## src/rtl/loop_bank_sequencer.sv

```systemverilog
// loop_bank_sequencer
//   Multi-bank loop sequencer between the audio sample path and an
//   SRAM-style RAM port. Each sample_tick starts one sweep over all banks.
//   For every bank it may play (timed read, mixed into an accumulator),
//   record (timed write of the latched sample), or both (read first).
//   The word address is {block, bank}, so each block owns NBANKS
//   consecutive words. At the end of each sweep it publishes the mix and
//   updates the active-bank mask, the loop length and the block counter.
//
// Ports
//   clk_100MHz, rstn          clock, async active-low reset
//   sample_tick, sample_in    sweep start strobe, sample to record
//   play_en, rec_en, rec_bank play / record controls (rec_* latched on tick)
//   del_req, del_bank, del_ack bank delete request / completion pulse
//   ram_a, ram_dq_i, ram_dq_o RAM address, write data, read data
//   ram_cen/oen/wen           active-low RAM strobes
//   mix_out, mix_valid        summed played banks, one-cycle update pulse
//   active, block, max_block  bank mask, current block, loop length (0 = none)
//   busy, overrun             sweep in progress, sticky tick-while-busy flag
module loop_bank_sequencer #(
  parameter int NBANKS    = 8,
  parameter int BANK_BITS = 3,
  parameter int BLOCK_W   = 23,
  parameter int DATA_W    = 32,
  parameter int ACC_CYC   = 27
) (
  input  logic                         clk_100MHz,
  input  logic                         rstn,
  input  logic                         sample_tick,
  input  logic [DATA_W-1:0]            sample_in,
  input  logic                         play_en,
  input  logic                         rec_en,
  input  logic [BANK_BITS-1:0]         rec_bank,
  input  logic                         del_req,
  input  logic [BANK_BITS-1:0]         del_bank,
  output logic                         del_ack,
  output logic [BANK_BITS+BLOCK_W-1:0] ram_a,
  output logic [DATA_W-1:0]            ram_dq_i,
  input  logic [DATA_W-1:0]            ram_dq_o,
  output logic                         ram_cen,
  output logic                         ram_oen,
  output logic                         ram_wen,
  output logic [DATA_W+BANK_BITS-1:0]  mix_out,
  output logic                         mix_valid,
  output logic [NBANKS-1:0]            active,
  output logic [BLOCK_W-1:0]           block,
  output logic [BLOCK_W-1:0]           max_block,
  output logic                         busy,
  output logic                         overrun
);

  localparam int CNT_W = $clog2(ACC_CYC) + 1;
  localparam int ACC_W = DATA_W + BANK_BITS;
  localparam logic [BLOCK_W-1:0] BLK_MAX = '1;

  typedef enum logic [2:0] {
    S_IDLE, S_DECIDE, S_READ, S_WRITE, S_RECOV, S_NEXT, S_FINISH
  } state_t;

  state_t r_state, w_state_nxt;

  logic [BANK_BITS-1:0] r_bank;
  logic [ACC_W-1:0]     r_acc;
  logic [CNT_W-1:0]     r_cnt;
  logic                 r_rec_en_l;
  logic [BANK_BITS-1:0] r_rec_bank_l;
  logic                 r_del_pend;
  logic [BANK_BITS-1:0] r_del_bank_l;
  logic                 r_wr;        // write decision for the current bank
  logic                 r_from_rd;   // RECOV follows a read (write may follow)
  logic                 r_wr_fired;  // a write was issued this sweep
  logic                 r_rec_seen;  // recorded while loop length undefined

  logic                 w_rd, w_wr, w_last;
  logic [BANK_BITS-1:0] w_bank_inc;
  logic [BLOCK_W-1:0]   w_blk_inc;
  logic [NBANKS-1:0]    w_set, w_clr, w_active_nxt;

  // A pending delete of the bank being recorded suppresses the write, so
  // the delete wins and the bank never becomes active.
  always_comb begin
    w_rd       = play_en & active[r_bank];
    w_wr       = r_rec_en_l & (r_rec_bank_l == r_bank) &
                 ~(r_del_pend & (r_del_bank_l == r_bank));
    w_last     = (r_cnt == CNT_W'(ACC_CYC - 1));
    w_bank_inc = r_bank + BANK_BITS'(1);
    w_blk_inc  = block + BLOCK_W'(1);
    w_set      = r_wr_fired ? (NBANKS'(1) << r_rec_bank_l) : '0;
    w_clr      = r_del_pend ? (NBANKS'(1) << r_del_bank_l) : '0;
    w_active_nxt = (active | w_set) & ~w_clr;
  end

  always_ff @(posedge clk_100MHz or negedge rstn) begin
    if (!rstn) r_state <= S_IDLE;
    else       r_state <= w_state_nxt;
  end

  always_comb begin
    w_state_nxt = r_state;
    case (r_state)
      S_IDLE:   if (sample_tick) w_state_nxt = S_DECIDE;
      S_DECIDE: begin
        if (w_rd)      w_state_nxt = S_READ;
        else if (w_wr) w_state_nxt = S_WRITE;
        else           w_state_nxt = S_NEXT;
      end
      S_READ:   if (w_last) w_state_nxt = S_RECOV;
      S_WRITE:  if (w_last) w_state_nxt = S_RECOV;
      S_RECOV:  w_state_nxt = (r_from_rd & r_wr) ? S_WRITE : S_NEXT;
      S_NEXT:   w_state_nxt = (r_bank == BANK_BITS'(NBANKS - 1)) ? S_FINISH : S_DECIDE;
      S_FINISH: w_state_nxt = S_IDLE;
      default:  w_state_nxt = S_IDLE;
    endcase
  end

  // Datapath and registered outputs. ram_a is loaded whenever the bank
  // index changes, i.e. while entering DECIDE, so it is stable one cycle
  // before any strobe falls and holds through RECOV.
  always_ff @(posedge clk_100MHz or negedge rstn) begin
    if (!rstn) begin
      r_bank       <= '0;
      r_acc        <= '0;
      r_cnt        <= '0;
      r_rec_en_l   <= 1'b0;
      r_rec_bank_l <= '0;
      r_del_pend   <= 1'b0;
      r_del_bank_l <= '0;
      r_wr         <= 1'b0;
      r_from_rd    <= 1'b0;
      r_wr_fired   <= 1'b0;
      r_rec_seen   <= 1'b0;
      ram_a        <= '0;
      ram_dq_i     <= '0;
      ram_cen      <= 1'b1;
      ram_oen      <= 1'b1;
      ram_wen      <= 1'b1;
      mix_out      <= '0;
      mix_valid    <= 1'b0;
      del_ack      <= 1'b0;
      active       <= '0;
      block        <= '0;
      max_block    <= '0;
      busy         <= 1'b0;
      overrun      <= 1'b0;
    end else begin
      mix_valid <= 1'b0;
      del_ack   <= 1'b0;

      if (sample_tick && busy) overrun <= 1'b1;

      // A new request overrides the one being retired in FINISH.
      if (del_req) begin
        r_del_pend   <= 1'b1;
        r_del_bank_l <= del_bank;
      end else if (r_state == S_FINISH) begin
        r_del_pend   <= 1'b0;
      end

      case (r_state)
        S_IDLE: if (sample_tick) begin
          ram_dq_i     <= sample_in;
          r_rec_en_l   <= rec_en;
          r_rec_bank_l <= rec_bank;
          r_bank       <= '0;
          r_acc        <= '0;
          r_wr_fired   <= 1'b0;
          busy         <= 1'b1;
          ram_a        <= {block, BANK_BITS'(0)};
        end
        S_DECIDE: begin
          r_wr      <= w_wr;
          r_cnt     <= '0;
          r_from_rd <= w_rd;
          if (w_wr) r_wr_fired <= 1'b1;
          if (w_rd) begin
            ram_cen <= 1'b0;
            ram_oen <= 1'b0;
          end else if (w_wr) begin
            ram_cen <= 1'b0;
            ram_wen <= 1'b0;
          end
        end
        S_READ: begin
          if (w_last) begin
            r_acc   <= r_acc + {{BANK_BITS{ram_dq_o[DATA_W-1]}}, ram_dq_o};
            ram_cen <= 1'b1;
            ram_oen <= 1'b1;
          end else begin
            r_cnt <= r_cnt + CNT_W'(1);
          end
        end
        S_WRITE: begin
          if (w_last) begin
            ram_cen <= 1'b1;
            ram_wen <= 1'b1;
          end else begin
            r_cnt <= r_cnt + CNT_W'(1);
          end
        end
        S_RECOV: begin
          r_cnt     <= '0;
          r_from_rd <= 1'b0;
          if (r_from_rd && r_wr) begin
            ram_cen <= 1'b0;
            ram_wen <= 1'b0;
          end
        end
        S_NEXT: if (r_bank != BANK_BITS'(NBANKS - 1)) begin
          r_bank <= w_bank_inc;
          ram_a  <= {block, w_bank_inc};
        end
        S_FINISH: begin
          mix_out   <= r_acc;
          mix_valid <= 1'b1;
          busy      <= 1'b0;
          del_ack   <= r_del_pend;
          active    <= w_active_nxt;
          if (w_active_nxt == '0) begin
            // Nothing left to play: loop length is forgotten.
            max_block  <= '0;
            block      <= '0;
            r_rec_seen <= 1'b0;
          end else if (max_block != '0) begin
            block <= (w_blk_inc == max_block) ? '0 : w_blk_inc;
          end else if (r_rec_en_l) begin
            // Length still open: grow one block per recorded sweep, and
            // close the loop at the counter limit.
            if (w_blk_inc == BLK_MAX) begin
              max_block  <= BLK_MAX;
              block      <= '0;
              r_rec_seen <= 1'b0;
            end else begin
              block      <= w_blk_inc;
              r_rec_seen <= 1'b1;
            end
          end else if (r_rec_seen) begin
            // First sweep after the recording stopped fixes the length.
            max_block  <= block;
            block      <= '0;
            r_rec_seen <= 1'b0;
          end
        end
        default: ;
      endcase
    end
  end

endmodule

```

## config.mk

```make
export PLATFORM = sky130hd
export DESIGN_NAME = loop_bank_sequencer
export DESIGN_NICKNAME = d
export VERILOG_FILES = /design/src/rtl/loop_bank_sequencer.sv
export SDC_FILE = /design/constraint.sdc
export NUM_CORES = 1
export LEC_CHECK = 0
export ABC_AREA = 0
export CAP_MARGIN = 40
export CORE_ASPECT_RATIO = 1.75
export CORE_UTILIZATION = 48
export DETAILED_ROUTE_END_ITERATION = 12
export PLACE_DENSITY = 0.75
export SYNTH_ARGS = -nofsm -noshare
export SYNTH_HDL_FRONTEND = slang
export SYNTH_SLANG_ARGS = --single-unit
```

## constraint.sdc

```tcl
create_clock -name clk_100MHz -period 2.65 [get_ports clk_100MHz]
set_input_delay 0.3975 -clock clk_100MHz [delete_from_list [all_inputs] [get_ports clk_100MHz]]
set_output_delay 0.3975 -clock clk_100MHz [all_outputs]
set_load 0.05 [all_outputs]
```

==> results of run 1 <==
==> final timing paths <==
check	start	end	slack, ps
worst max-delay path	block[1]$_DFFE_PN0P_	block[21]$_DFFE_PN0P_	-280
worst min-delay path	rstn	ram_a[13]$_DFFE_PN0P_	390
worst max register to register	block[1]$_DFFE_PN0P_	block[21]$_DFFE_PN0P_	-280
worst min register to register	overrun$_DFFE_PN0P_	overrun$_DFFE_PN0P_	460
max in group asynchronous	rstn	ram_dq_i[17]$_DFFE_PN0P_	1420
min in group clk_100MHz	overrun$_DFFE_PN0P_	overrun$_DFFE_PN0P_	460
==> Yosys cell counts, types with 4 or more instances <==
cell type | count | area [um^2]
a211o_1 | 4 | 35.0
a211oi_1 | 8 | 60.1
a21boi_0 | 5 | 37.5
a21o_1 | 31 | 233
a21oi_1 | 52 | 260
a22o_1 | 8 | 70.1
a31oi_1 | 15 | 93.8
and2_1 | 12 | 75.1
and3_1 | 13 | 81.3
and4_1 | 8 | 70.1
and4b_1 | 4 | 40.0
buf_2 | 11 | 55.1
buf_4 | 5 | 37.5
clkbuf_1 | 58 | 218
dfrtp_1 | 207 | 5180
ha_1 | 40 | 500
inv_1 | 18 | 67.6
mux2_2 | 61 | 687
nand2_1 | 220 | 826
nand2b_1 | 11 | 68.8
nand3_1 | 27 | 135
nand3b_1 | 4 | 30.0
nand4_1 | 20 | 125
nor2_1 | 73 | 274
nor2b_1 | 14 | 87.6
nor3_1 | 20 | 100
nor4_1 | 13 | 81.3
o2111ai_1 | 19 | 166
o211ai_1 | 7 | 52.6
o21a_1 | 8 | 60.1
o21ai_0 | 103 | 515
o21ai_1 | 8 | 40.0
o21bai_1 | 6 | 45.0
o22ai_1 | 11 | 68.8
o31ai_1 | 4 | 30.0
or3_1 | 8 | 50.1
xnor2_1 | 45 | 394
xor2_1 | 24 | 210
==> cell type report <==
type,instances,area share
Sequential cell,210,0.297
Inverter,18,0.00380
Clock buffer,30,0.0348
Clock inverter,7,0.00232
Timing Repair Buffer,502,0.253
Tap cell,312,0.0219
Multi-Input combinational cell,967,0.388
==> power groups by stage <==
stage | Clock (uW) | Combinational (uW) | Sequential (uW)
after floorplan | 0 | 2650 | 6260
after global placement | 0 | 7080 | 4520
after detailed placement | 0 | 7200 | 4560
after CTS | 2980 | 7870 | 4510
after global routing | 3080 | 8500 | 4620
final | 2920 | 8110 | 4530
==> cells by family after synthesis <==
kind of cell,after synthesis
buf+inv,98
compound gates,322
mux,65
flops,210
fa+ha+maj,41
xor+xnor,69
simple gates,470
==> state kept, by name, indices dropped and copies added (netlist names), 3 cells and up <==
signal        count
active            8
block            23
max_block        23
mix_out          35
r_acc            35
r_cnt             6
r_del_bank_l      3
r_rec_bank_l      3
r_state           3
ram_a            26
ram_dq_i         32
==> critical path: stages (launching register included) <==
cell and delay [ps]:
dfrtp_2 400, buf_6 110, ha_4 150, nand4_1 100, buf_6 160, nor3_4 220, xnor2_2 150, a2111o_1 400
a2111oi_4 300, buf_4 200, nand4_4 100, buf_6 180, buf_8 150, o2111ai_1 80, nand2_1 80
==> routing by layer <==
metal,wire length (um),share of wire,track usage
met1,13600,0.33,0.308
met2,22700,0.55,0.626
met3,1870,0.045,0.0465
met4,3360,0.081,0.249
met5,0,0,0
==> cell usage in the layout (no fill, tap or decap), types with 9 or more instances in the layout <==
master / instances
a21o_1: 31
a21oi_1: 48
a31oi_1: 13
and2_1: 12
and3_1: 12
buf_4: 249
buf_6: 14
clkbuf_16: 21
clkdlybuf4s50_1: 228
dfrtp_1: 193
dfrtp_2: 14
ha_1: 32
inv_1: 17
mux2_2: 61
nand2_1: 218
nand2b_1: 11
nand3_1: 24
nand4_1: 20
nor2_1: 71
nor2b_1: 13
nor3_1: 18
nor4_1: 9
o2111ai_2: 10
o21ai_0: 61
o21ai_1: 20
o21ai_2: 24
o22ai_1: 9
xnor2_1: 44
xor2_1: 24
==> metrics by stage <==
step / hold WS, ps / instances / setup WS, ps / cell area [um^2]
global placement: 363 / 1993 / -464 / 16400
floorplan: 102 / 1275 / -163 / 12100
global route: 440 / 2046 / -341 / 17800
CTS: 408 / 2041 / -208 / 17500
finish: 388 / 2046 / -276 / 17800
detailed placement: 368 / 1993 / -591 / 16400
==> what timing repair did <==
| item | in CTS | in global routing |
|---|---|---|
| hold buffers | 1 | 0 |
| pin swaps | 35 | 19 |
| gates cloned | 4 | 0 |
| setup buffers | 6 | 5 |
| hold endpoints to repair | 58 | 0 |
| gates resized for setup | 79 | 49 |
| endpoints found under the setup margin | 53 | 62 |
==> summary.md, run 1 <==
| Metric | Value |
|---|---|
| Flop pwr share | 0.291 |
| FMAX | between 0.3 and 0.4 GHz |
| Largest net degree at the start of global routing | 80 |
| Status | finished with violations |
| Min cycle time layout | a little under 3000 ps |
| Die Wd | between 100 and 150 um |
| Post-Synth Simple-Gate Area | 0.190 |
| Layout area overhead | 49.3% |
| RSZ-0062 raised after global routing | yes |
| Detailed-route vias per instance | between 5 and 6 |
| Cell count after synthesis | about 1,300 |
| Cell depth of the worst flop-to-flop path | 14 |
| Pre-antenna DRT Iters | 5 |
| Startpoint types | flop |
| CTS tree | done |
| Setup CP Type | flop to flop |
| Post-synth EDFFs | 0 |
| Sequential area share after synthesis | 0.441 |
| Fillcell total | 1,799 |
| Compound-cell area share of the yosys netlist | 0.176 |
| Post-route clock period utilization | 1.10 |
| Die area | between 0.02 and 0.03 mm^2 |
| Post-route ant nets | 0 |
| Port bufs | between 200 and 250 |
| Synth Flop Type | dfrtp_1 |
| Final WS setup | -276 ps |
| Critical path arrival | 3320 ps |
| Max-slew violations | 0 |
| Initial antenna violation count | 0 |
| Worst-skew pair later-pin latency | roughly 530 ps |
| Fin Clk Skew | ~24 ps |
| Synthesized flop and latch total | 210 |
| Final setup viols | 46 |
| Clock Sinks | 210 |
| CP Data Required Time | roughly 3000 ps |
| Worst-path clk slew | 60 ps |
| Antenna Cells | 0 |
| Die Span Y | 210 um |
| Worst vdd ir | 0.000799 V |
| Reg area | between 0.005 and 0.006 mm^2 |
| Psw | between 6000 and 7000 uW |
| Final core occ | 0.725 |
| Worst Hold Class | input pin to async pin |
| Cell variety after synth | 80 |
| Largest family of logic cells by synthesized area | simple AND/OR/NAND/NOR gates |
| Post-DP HPWL | around 30,000 um |
| Relative slew slack | 0.590 |
| Row cnt | 76 |
| Post-DR wirelength/cell | slightly above 20 um |
| Mux share of post-synthesis cell area | 0.0631 |
| Setup total negative slack | -9620 ps |
| First-pass GRT wire length | approximately 64,000 um |
| YS warnings | 0 |
| Xor-xnor portion of the synthesized cell area | 0.0507 |
| Failing checks | negative setup slack |
| Nets | between 1,500 and 2,000 |
| Critical Path Fanout Max | 8 |
| Starting Density | 0.486 |
| Clock network fraction of total power | 0.188 |
| CTS Buf Count | 21 |
| Bufs on Longest Clock Path | 3 |
| Via Count | about 12,000 |
| Synth async-reset ratio | 1.00 |
| Clk root buf | clkbuf_16 |
| Tot Pwr | roughly 16,000 uW |
| Comb pwr share | 0.521 |
| I/O pin count | between 200 and 250 |
| Vias in the first global route | between 10,000 and 15,000 |
| Gr usage total | 0.328 |
| Net Sw Frac | 0.443 |
| Pint | 8660 uW |
| Gr ovfl total | 0 |
| Final Hold Fails | 0 |
| Post-Syn Area | about 0.012 mm^2 |
| Crit end category | flop |
| Drt total wl | 41,500 um |
| CTS HTree Levels | 1 |
| Drt drc | 0 |
| Routability-driven placement congestion ratio | a little under 1 |
| Pwr dens | between 800 and 900 mW/mm^2 |
| Adder-cell area share of the yosys netlist | 0.0437 |
| Iteration-0 DRC count of the detailed router | ~750 |
| Mean post-synth cell area | ~9.3 um^2 |
| Layout cells sized above 1 | 0.283 |
| Net Count, Synth | 1,392 |
| LEAKAGE | 0.00818 uW |
| Area occupied by multi-input gates | ~0.0069 mm^2 |
| Worst-Margin Slew | 615 ps |
| Core Footprint | approximately 0.025 mm^2 |
| Max-Cap Viols | 0 |
Note: power is estimated with default switching activity, not from simulation.
==> run 2, diff against run 1 <==
--- a/config.mk
+++ b/config.mk
@@ -5,7 +5,7 @@
 export SDC_FILE = /design/constraint.sdc
 export NUM_CORES = 1
 export LEC_CHECK = 0
-export ABC_AREA = 0
+export ABC_AREA = 1
 export CAP_MARGIN = 40
 export CORE_ASPECT_RATIO = 1.75
 export CORE_UTILIZATION = 48
==> run 2 against run 1 <==
The flow now finishes without violations. Register-to-register slack better by 370 ps. Sequential cell count unchanged. Area after synthesis rose by 1.5%. Global-route usage down 0.12 points. Die area grew 1.5%. Synthesized cell count is 34% higher. Clock-buffer cell count rose by 1. Routed wire length increased by 0.39%. Setup slack gained 370 ps. Design area is 8.1% lower. Critical path depth unchanged. Largest cell class unchanged.
==> summary.md, run 2 <==
| Metric | Value |
|---|---|
| Status | completed |
| CTS tree | done |
| Setup slack at placement | -156 ps |
| Layout area overhead | 35.0% |
| Row cnt | 76 |
| Final Hold Fails | 0 |
| Post-synth top cells | nand2_1, dfrtp_1, nor2_1, inv_1, nand3_1 |
| Gr ovfl total | 0 |
| Critical Path Fanout Max | 23 |
| I/O pin count | 230 |
| Initial antenna violation count | 0 |
| Final setup viols | 0 |
| Antenna Cells | 0 |
| Hold Slack | ~400 ps |
| Pwr dens | about 1100 mW/mm^2 |
| Die Wd | ~120 um |
| Cell count after synthesis | ~1,700 |
| Placed cell area | 0.0155 mm^2 |
| Cell depth of the worst flop-to-flop path | 14 |
| Critical path capture point | max_block[5]$_DFFE_PN0P_ |
| Starting Density | 0.490 |
| First-pass GRT wire length | roughly 65,000 um |
| Min cycle time layout | about 2600 ps |
| YS warnings | 0 |
| Post-DP HPWL | approximately 33,000 um |
| Relative slew slack | 0.543 |
| Post-synth top area cell | dfrtp_1 |
| Via Count | ~13,000 |
| Die Span Y | 212 um |
| Most frequent cells in the layout | nand2_1, clkdlybuf4s50_1, dfrtp_1, nor2_1, inv_1 |
| Synth top area share | 0.428 |
| M1 WL | roughly 15,000 um |
| Largest net degree at the start of global routing | slightly above 80 |
| Cell variety after synth | slightly above 40 |
| Pre-antenna DRT Iters | 5 |
| Drt drc | 0 |
| Net Count, Synth | 1,820 |
| Startpoint types | flop |
| RR Endpoint | max_block[5]$_DFFE_PN0P_ |
| Setup slack, reg-to-reg | 100 ps |
| Clk root buf | clkbuf_16 |
| LEAKAGE | between 0.007 and 0.008 uW |
| Post-synth EDFFs | 0 |
| Layout cells sized above 1 | 0.0917 |
| Routability-driven placement congestion ratio | ~1 |
| CTS HTree Levels | 1 |
| Synth async-reset ratio | 1.00 |
| Post-route clock period utilization | 0.964 |
| Mean post-synth cell area | around 7.1 um^2 |
| Clock Sinks | 210 |
| Top Registers | mix_out (35), r_acc (35), ram_dq_i (32) |
| CTS Buf Count | 22 |
| Setup total negative slack | 0 ps |
| Met3 Routed Length | roughly 1600 um |
| Core Footprint | 0.0247 mm^2 |
| Worst-path clk slew | around 60 ps |
| Reg-to-Reg Start | block[1]$_DFFE_PN0P_ |
| Fin Clk Skew | 19.4 ps |
| RSZ-0062 raised after global routing | no |
| Post-Syn Area | roughly 0.012 mm^2 |
| Commonest non-fill, non-tap cell in the layout | nand2_1 |
| Nets | around 2,100 |
| Bufs on Longest Clock Path | 3 |
| Setup CP Type | flop to flop |
| Worst vdd ir | 0.000784 V |
| Critical path arrival | slightly below 3000 ps |
| Most common cell in the netlist | nand2_1 |
| Synthesized flop and latch total | 210 |
| Met2 WL | 22,800 um |
| Post-route ant nets | 0 |
| DR top layer | met4 |
| Detailed-route vias per instance | 5.38 |
| Synth Flop Type | dfrtp_1 |
| Tot Pwr | ~17,000 uW |
| Drt total wl | roughly 42,000 um |
| Final WS setup | 95.8 ps |
| FMAX | a little under 0.4 GHz |
| Crit end category | flop |
| Fin area | about 0.016 mm^2 |
| Worst-skew pair later-pin latency | between 500 and 600 ps |
| Vias in the first global route | around 13,000 |
| Post-DR wirelength/cell | 17.7 um |
| Sequential area share after synthesis | 0.435 |
| Hold_sp | sample_in[4] |
| CP Data Required Time | 3060 ps |
| Gr usage total | 0.327 |
| Port bufs | roughly 230 |
| Critical path launch point | block[1]$_DFFE_PN0P_ |
| Die area | ~0.026 mm^2 |
| Worst Hold Class | input pin to flop |
| Iteration-0 DRC count of the detailed router | slightly above 800 |
| Max-slew violations | 0 |
| Max-Cap Viols | 0 |
| Worst-Margin Slew | roughly 700 ps |
| Largest cells by area after synthesis | dfrtp_1, nand2_1, nor2_1 |
[run 2: worst min-delay path by stage]
stage / end / slack [ps] / cells after the start
5_1_grt: ram_dq_i[6]$_DFFE_PN0P_ / 400 / 3
4_1_cts: ram_dq_i[4]$_DFFE_PN0P_ / 380 / 3
3_3_place_gp: overrun$_DFFE_PN0P_ / 440 / 1
3_5_place_dp: max_block[4]$_DFFE_PN0P_ / 450 / 1
2_1_floorplan: active[0]$_DFFE_PN0P_ / 100 / 0
6_report: ram_dq_i[4]$_DFFE_PN0P_ / 390 / 3
[run 2: kinds of logic (layout without fill, tap and decap cells)]
kind of cell | after synthesis | in the layout | share of synthesized area
simple gates | 962 | 962 | 0.324
fa+ha+maj | 41 | 41 | 0.0430
xor+xnor | 8 | 8 | 0.00693
flops | 210 | 210 | 0.435
compound gates | 272 | 272 | 0.122
buf+inv | 210 | 546 | 0.0696
[run 2: metrics by stage]
| stage | std cells | utilization |
|---|---|---|
| after floorplan | 1703 | - |
| after global placement | 2310 | 0.628 |
| after detailed placement | 2311 | 0.628 |
| after CTS | 2350 | 0.659 |
| after global routing | 2351 | 0.661 |
| final | 2351 | 0.661 |
[run 2: worst max-delay path, stage by stage (launching register included)]
cell and delay [ps]:
dfrtp_1 360, ha_2 230, nand3_1 170, nor2_2 280, nand2_1 80, nand2_1 140
inv_2 70, nor2_1 80, nand3b_1 180, nor3_4 270, nand2_1 120, nand2_4 120
nand2_8 150, nand2_1 120, nand2_1 50
[run 2: cell type report]
cell class | count | area [um^2]
fillers | 2236 | 8380
multi-input cells | 1283 | 6050
flip-flops and latches | 210 | 5260
repair buffers | 345 | 3280
clock buffers | 31 | 644
inverters | 163 | 612
well taps | 312 | 390
clock inverters | 7 | 98.8
[run 2: what timing repair did]
action	4_1_cts	5_1_grt
hold buffers	1	0
buffers inserted	0	1
endpoints found under the hold margin	77	0
pin swaps	1	3
resized for setup	1	12
setup endpoints to repair	23	47
[run 2: power breakdown]
group | switching (uW) | internal, uW | total [uW]
Sequential | 680 | 4050 | 4730
Clock | 1330 | 1890 | 3220
Combinational | 6410 | 2980 | 9390
Total | 8420 | 8920 | 17300
[run 2: metal layers]
metal  GRT usage  vias up
li1            -     6136
met1       0.336     5949
met2       0.620      416
met3      0.0322      149
met4       0.201        0
met5           0        -
==> run 3, diff against run 2 <==
--- a/config.mk
+++ b/config.mk
@@ -8,9 +8,9 @@
 export ABC_AREA = 1
 export CAP_MARGIN = 40
 export CORE_ASPECT_RATIO = 1.75
-export CORE_UTILIZATION = 48
+export CORE_UTILIZATION = 53
 export DETAILED_ROUTE_END_ITERATION = 12
-export PLACE_DENSITY = 0.75
+export PLACE_DENSITY = 0.78
 export SYNTH_ARGS = -nofsm -noshare
 export SYNTH_HDL_FRONTEND = slang
 export SYNTH_SLANG_ARGS = --single-unit
==> constraint.sdc (replaced) <==
create_clock -name clk_100MHz -period 2.4 [get_ports clk_100MHz]
set_input_delay 0.36 -clock clk_100MHz [delete_from_list [all_inputs] [get_ports clk_100MHz]]
set_output_delay 0.36 -clock clk_100MHz [all_outputs]
set_load 0.05 [all_outputs]
==> run 3 against run 2 <==
The flow now finishes with violations (negative setup slack). Non-clock buffer count up 91. Combinational power increased by 25%. Clock skew is essentially flat. Register-to-register slack worse by 180 ps. Cell count up 3.3%. Setup slack got worse by 180 ps. Hold slack got worse by 20 ps. Sequential share of layout area is 2.3 points lower. Sequential cell count is the same. Highest routed layer unchanged. Critical endpoint is now block[18]$_DFFE_PN0P_. Largest power group unchanged. First-iteration DRC count grew 20%. Global-route usage up 6.8 points. Core utilization up 13 points.
==> summary.md, run 3 (same netlist as run 2, synthesis figures left out) <==
| Metric | Value |
|---|---|
| Port bufs | approximately 230 |
| RSZ-0062 raised after global routing | yes |
| Area occupied by multi-input gates | 0.00643 mm^2 |
| Worst-path clk slew | approximately 70 ps |
| Detailed-route vias per instance | approximately 5.6 |
| Critical Path Fanout Max | 11 |
| LEAKAGE | roughly 0.0086 uW |
| Slowest stage delay, CP | about 530 ps |
| Bufs on Longest Clock Path | 3 |
| WHS Path Cells | 3 |
| Layout cells sized above 1 | 0.173 |
| Startpoint types | flop |
| Worst Hold Class | input pin to flop |
| Core Footprint | 0.0223 mm^2 |
| Clock Sinks | 210 |
| Nets | 2,235 |
| Status | finished with violations |
| CP Cell Sequence | nand2_4 -> nor2_4 -> nand2_1 -> nand2_1 -> nand2_2 -> buf_4 -> nor2_1 -> buf_4 -> nand2_1 -> nor2_1 -> nand3_1 -> nand2_2 -> nand2_4 -> clkbuf_16 -> nand3_1 -> nand2_1 |
| Met1 Track Usage GR | 0.391 |
| Reg area | between 0.005 and 0.006 mm^2 |
| First-pass GRT wire length | 70,500 um |
| Post-route clock period utilization | 1.04 |
| Commonest non-fill, non-tap cell in the layout | nand2_1 |
| Starting Density | 0.544 |
| Fin Clk Skew | between 15 and 20 ps |
| RR Endpoint | block[18]$_DFFE_PN0P_ |
| CTS tree | done |
| Grt peak-use layer | met2 |
| Setup slack at placement | -300 ps |
| Global Route met3 Usage | 0.0867 |
| Layout area overhead | 45.6% |
| Via Count | roughly 14,000 |
| Critical path capture point | block[18]$_DFFE_PN0P_ |
| Worst-skew pair later-pin latency | approximately 530 ps |
| Iteration-0 DRC count of the detailed router | between 900 and 1,000 |
| Top Registers | mix_out (35), r_acc (35), ram_dq_i (32) |
| Final setup viols | 36 |
| Critical path arrival | around 2900 ps |
| Most common cell on crit path | nand2_1 |
| Post-route ant nets | 0 |
| I/O pin count | 230 |
| CTS HTree Levels | 1 |
| Relative slew slack | 0.552 |
| Crit-path slowest cell | dfrtp_2 |
| Pre-antenna DRT Iters | 5 |
| Row cnt | 72 |
| Gr ovfl total | 0 |
| Worst vdd ir | 0.000897 V |
| Worst-Margin Slew | just under 700 ps |
| Reg-to-Reg Start | block[2]$_DFFE_PN0P_ |
| Hold Slack | ~370 ps |
| Gr usage total | 0.396 |
| Setup total negative slack | -1410 ps |
| Failing checks | negative setup slack |
| Final Hold Fails | 0 |
| Die Span Y | 202 um |
| Fillcell total | approximately 1,600 |
| Routability-driven placement congestion ratio | between 1 and 1.5 |
| Setup CP Type | flop to flop |
| CTS Buf Count | 22 |
| Die area | between 0.02 and 0.025 mm^2 |
| Crit end category | flop |
| Setup slack, reg-to-reg | -80 ps |
| Pwr dens | 1190 mW/mm^2 |
| GR Util met2 | 0.694 |
| Most frequent cells in the layout | nand2_1, clkdlybuf4s50_1, dfrtp_1, buf_4, nor2_1 |
| Vias in the first global route | between 10,000 and 15,000 |
| Final core occ | 0.792 |
| Min cycle time layout | 2480 ps |
| Drt total wl | about 46,000 um |
| Antenna Cells | 0 |
| Max-Cap Viols | 0 |
| Cell depth of the worst flop-to-flop path | 16 |
| Largest net degree at the start of global routing | 76 |
| Clk root buf | clkbuf_16 |
| Die Wd | ~120 um |
| Drt drc | 0 |
| FMAX | roughly 0.4 GHz |
| Critical path launch point | block[2]$_DFFE_PN0P_ |
| Max-slew violations | 0 |
| CP Data Required Time | about 2800 ps |
| Final WS setup | -84.5 ps |
| Post-DP HPWL | around 33,000 um |
| Initial antenna violation count | 0 |
| Tot Pwr | about 21,000 uW |
| Post-DR wirelength/cell | around 19 um |
## run 3: cell count changes in the layout (fill, tap and decap cells not counted), moves of 9 or more
cell | before | now
buf_6 | 0 | 10
nand3_1 | 123 | 112
nand3_2 | 2 | 11
nor2_1 | 190 | 164
buf_4 | 106 | 182
nor2_2 | 9 | 24
nor2_4 | 3 | 14
nand2_1 | 586 | 547
nand2_2 | 3 | 36
## run 3: cell type report
| type | count | area share |
|---|---|---|
| inverter | 163 | 0.0347 |
| clock buffer | 27 | 0.0352 |
| timing repair buffer | 436 | 0.232 |
| multi-input combinational | 1285 | 0.365 |
| sequential | 210 | 0.299 |
| tap | 296 | 0.0210 |
| clock inverter | 12 | 0.0123 |
## run 3: power breakdown
part           total (uW)  switching [uW]  internal, uW
clock network        3970            1490          2480
registers            5220             750          4470
logic               11700            7770          3930
total               20900           10000         10900
## run 3: metal layers
metal	share of wire	wire (um)	vias up
met5	0	0	-
met4	0.080	3670	0
met3	0.069	3190	224
met2	0.52	24100	654
met1	0.33	15000	6426
li1	-	-	6345
## run 3: through the flow
stage / instances / area, um^2
after floorplan: 1703 / 12100
after detailed placement: 2366 / 16100
final: 2429 / 17600
after global routing: 2429 / 17600
after CTS: 2423 / 17200
after global placement: 2366 / 16100
## run 3: what timing repair did
| action | CTS | global route |
|---|---|---|
| gates cloned | 3 | 1 |
| endpoints found under the setup margin | 46 | 55 |
| endpoints found under the hold margin | 70 | 0 |
| pin swaps | 17 | 31 |
| buffers inserted | 14 | 6 |
| hold buffers | 1 | 0 |
| gates resized for setup | 37 | 100 |
## run 3: worst max-delay path: cells and delay by family (launching register included)
kind,cells,cell delay (ps)
buffers and inverters,3,490
flip-flops,1,530
AND/OR/NAND/NOR,13,1320
## run 3: how the worst min path moves through the flow
stage	startpoint	to	slack, ps
2_1_floorplan	rstn	active[0]$_DFFE_PN0P_	60
3_3_place_gp	rstn	block[4]$_DFFE_PN0P_	380
3_5_place_dp	rstn	block[4]$_DFFE_PN0P_	390
4_1_cts	sample_in[9]	ram_dq_i[9]$_DFFE_PN0P_	360
5_1_grt	sample_in[26]	ram_dq_i[26]$_DFFE_PN0P_	380
6_report	sample_in[9]	ram_dq_i[9]$_DFFE_PN0P_	370
==> variant 1, RTL diff (flow settings as in run 2) <==
Reset style: synchronous (`rstn`), changed in 2 clocked blocks. Comments in the files are not updated.
--- a/src/rtl/loop_bank_sequencer.sv
+++ b/src/rtl/loop_bank_sequencer.sv
@@ -90,7 +90,7 @@
     w_active_nxt = (active | w_set) & ~w_clr;
   end
 
-  always_ff @(posedge clk_100MHz or negedge rstn) begin
+  always_ff @(posedge clk_100MHz) begin
     if (!rstn) r_state <= S_IDLE;
     else       r_state <= w_state_nxt;
   end
@@ -116,7 +116,7 @@
   // Datapath and registered outputs. ram_a is loaded whenever the bank
   // index changes, i.e. while entering DECIDE, so it is stable one cycle
   // before any strobe falls and holds through RECOV.
-  always_ff @(posedge clk_100MHz or negedge rstn) begin
+  always_ff @(posedge clk_100MHz) begin
     if (!rstn) begin
       r_bank       <= '0;
       r_acc        <= '0;
Function: differs if rstn is asserted again (counterexample within 4 cycles, from zero or initial values and one cycle with rstn low); with rstn held inactive, the same outputs for 4 cycles.
==> variant 1 against run 2 <==
Routed wire length shrank 0.18%; sequential cell count stayed put; worst setup slack improved by 42 ps; design area down 6.5%; via count about the same; hold slack improved by 43 ps; non-clock buffer count is 35 lower; area after synthesis decreased by 4.5%.
Power is not compared: it rests on default switching activity, and its combinational part moved more than twofold at a synthesized area within 25%.
==> variant 1: results (changes against run 2) <==
[place]
preCtsSetupSlack_ps = -195  ; was -156 ps
placedCellCount = 2292  ; was 2311
globalplace.congestion = 0.987  ; was 1.00

[sta]
timing.hold.ws_ps = 435  ; was 392 ps
fmax_mhz = 398  ; was 392 MHz
worstMarginPinSlew_ps = 648  ; was 685 ps
fin_skew_ps = 20.4  ; was 19.4 ps

[setup_path]
rr_endpoint = block[12]  ; was max_block[5]
worstPathArrival_ps = 2920  ; was 2970 ps
regToRegSetupSlack_ps = 140  ; was 100 ps
max_stage_delay_ps = 480  ; was 360 ps
startpoint = block[6]  ; was block[1]
path_max_fanout = 17  ; was 23
critPathSlowestCell = dfxtp_1  ; was dfrtp_1

[global_routing]
antenna_found_initial = 0  ; unchanged
grt_first_pass_wirelength_um = 65800  ; was 64700 µm
grtUsageTotal_pct = 33.8  ; was 32.7%
grt_max_degree = 62  ; was 83

[synthesis]
synth-compound-area-share_pct = 18.7  ; was 12.2%
seq_area_frac_synth_pct = 36.4  ; was 43.5%
synth-xor-area-share_pct = 1.10  ; was 0.693%
synthTopCellsByCount = nand2_1, nor2_1, dfxtp_1  ; was nand2_1, dfrtp_1, nor2_1
synth_fa_ha_area_share_pct = 4.50  ; was 4.30%
syn_avg_cell_area_um2 = 6.59  ; was 7.11 µm²
postSynth.asyncResetShare_pct = 0  ; was 100%
yosysWarnings = 0  ; unchanged

[cells_and_area]
final_nets = 2129  ; was 2142
regArea_um2 = 4210  ; was 5260 µm²
areaGrowthSynthToFinish_pct = 32.2  ; was 35.0%
inverters = 149  ; was 163
layout-drive-gt1-share_pct = 8.54  ; was 9.17%
num-fill-cells = 2232  ; was 2236
multi_input_area_um2 = 6470  ; was 6050 µm²
final-clk-cell-share_pct = 4.46  ; was 4.55%
final_area_um2 = 15300  ; was 16300 µm²
nClkBuffers = 31  ; unchanged
multi_input_cells = 1319  ; was 1283

[route]
wire_per_inst_um = 17.9  ; was 17.7 µm
drt-initial-drc-count = 793  ; was 829
dr.pass1.iters = 6  ; was 5
vias = 12700  ; about the same
wl_um = 41600  ; was 41700 µm

[outcome]
status = finished, final reports clean  ; unchanged

[cts]
htreeDepth = 1  ; unchanged

[pwr]
fin_total_pwr_w = 0.00937

[hold_path]
holdCritStartpoint = sample_in[23]  ; was sample_in[4]
hold_end = ram_dq_i[23]  ; was ram_dq_i[4]

-- variant 1: cell count changes after synthesis, sizes merged, moves of 8 or more --
cell,delta
a21oi,+102
clkbuf,+25
dfrtp,-207
dfxtp,+210
inv,-14
nand2,-194
nand3,+8
nand4,-8
nor2,+70
o21ai,+40
o22ai,-18
or2,+8
-- variant 1: repair_timing --
| action | CTS | global route |
|---|---|---|
| setup endpoints to repair | 17 | 46 |
| endpoints found under the hold margin | 0 | 0 |
| resized for setup | 1 | 10 |
-- variant 1: layer usage --
layer | vias to the layer above | track usage [%] | share of wire (%)
met5 | - | 0 | 0
met4 | 0 | 23.1 | 7.0
met3 | 145 | 4.89 | 4.4
met2 | 392 | 64.2 | 53
met1 | 5830 | 32.9 | 35
li1 | 6284 | - | -
-- variant 1: critical path: cells and delay by family, from the launching register on --
kind	cells	cell delay, ps
and+or+nand+nor	12	1630
AOI/OAI and AO/OA	1	70
DFF	1	480
buffers and inverters	1	190
==> variant 2, RTL diff (settings of run 2) <==
Made on the original files. The parameter `BANK_BITS` goes from 3 to 6.
--- a/src/rtl/loop_bank_sequencer.sv
+++ b/src/rtl/loop_bank_sequencer.sv
@@ -19,7 +19,7 @@
 //   busy, overrun             sweep in progress, sticky tick-while-busy flag
 module loop_bank_sequencer #(
   parameter int NBANKS    = 8,
-  parameter int BANK_BITS = 3,
+  parameter int BANK_BITS = 6,
   parameter int BLOCK_W   = 23,
   parameter int DATA_W    = 32,
   parameter int ACC_CYC   = 27
Ports: changed (resized del_bank, mix_out, ram_a and rec_bank); port bits go from 230 to 242. The function was not compared with the original's and may differ.
==> variant 2 against run 2 <==
Design area is 8.5% higher; sequential power rose by 1%; global-route usage rose by 0.25 points; total power shrank 6.4%; sequential cell count up 15; sequential share of layout area down 0.41 points; routed wire length is 10% higher; die area rose by 8.4%; non-clock buffer count grew 9; worst setup slack better by 30 ps; area after synthesis up 8.5%; critical endpoint is now r_rec_seen.
==> variant 2: results (changes against run 2) <==
[cells_and_area]
num-fill-cells = 2306  ; was 2236
final-clk-cell-share_pct = 4.61  ; was 4.55%
final_nets = 2320  ; was 2142
seq_cell_count = 225  ; was 210
nClkBuffers = 34  ; was 31
seq_share_pct = 31.8  ; was 32.2%
reg_top3 = mix_out: 38 flops, r_acc: 38 flops, ram_dq_i: 32 flops  ; was mix_out: 35 flops, r_acc: 35 flops, ram_dq_i: 32 flops
nonClkBufAreaFrac_pct = 19.3  ; was 20.1%
multi_input_cells = 1399  ; was 1283
layout-drive-gt1-share_pct = 9.45  ; was 9.17%
buffers = 354  ; was 345

[synthesis]
synth_nets = 1987  ; was 1820
yosys.cell_types.count = 47  ; was 41

[outcome]
status = finished, final reports clean  ; unchanged

[route]
drt-initial-drc-count = 763  ; was 829
route.met2.wl_um = 24300  ; was 22800 µm
wl_um = 46000  ; was 41700 µm
wire_per_inst_um = 17.9  ; was 17.7 µm
wl_met1_um = 15900  ; was 14800 µm
avgViaCountPerCell = 5.37  ; was 5.38

[pwr]
pwr-share-clk_pct = 22.0  ; was 18.6%
powerSeq_w = 0.00478  ; was 0.00473 W
internal-power_w = 0.00879  ; was 0.00892 W
peakVddDrop_uv = 750  ; was 784 µV

[setup_path]
worstPathArrival_ps = 2920  ; was 2970 ps
r2r_cells = 15  ; was 14
regToRegSetupSlack_ps = 130  ; was 100 ps
endpoint = r_rec_seen  ; was max_block[5]

[sta]
fin_skew_ps = 11.6  ; was 19.4 ps

[place]
preCtsSetupSlack_ps = -137  ; was -156 ps
place_area_um2 = 16700  ; was 15500 µm²
placedCellCount = 2527  ; was 2311
dpl.hpwl_um = 34800  ; was 32600 µm

[cts]
post_cts_resized = 0  ; was 1

[global_routing]
use_met2_pct = 61.3  ; was 62.0%
grt_first_pass_wirelength_um = 72100  ; was 64700 µm
grt_pass1_vias = 14100  ; was 12700
grtUsageMet1_pct = 33.5  ; was 33.6%

[floorplan]
tap_cells = 364  ; was 312

variant 2: cell types whose count changed in the layout (fill, tap and decap cells not counted), sizes merged, moves of 12 or more:
cell | run 2 | this run
a21oi | 109 | 96
clkdlybuf4s50 | 228 | 240
dfrtp | 207 | 222
inv | 160 | 192
nand2 | 591 | 653
nand3 | 125 | 150
o21ai | 109 | 156
variant 2: kinds of logic (layout without fill, tap and decap cells):
family	after synthesis	count (layout)	synth area share, %
buffers and inverters	240	587	7.18
XOR/XNOR	10	10	0.667
adder cells (fa/ha/maj)	43	43	4.15
AND/OR/NAND/NOR	1042	1044	32.7
flip-flops	225	225	42.9
AO/OA/AOI/OAI	302	302	12.5
variant 2: critical path, delay by kind of cell, from the launching register on:
family	cells	cell delay, ps
adder cells (fa/ha/maj)	1	200
buffers and inverters	3	490
AO/OA/AOI/OAI	1	80
AND/OR/NAND/NOR	10	1250
flip-flops	1	360
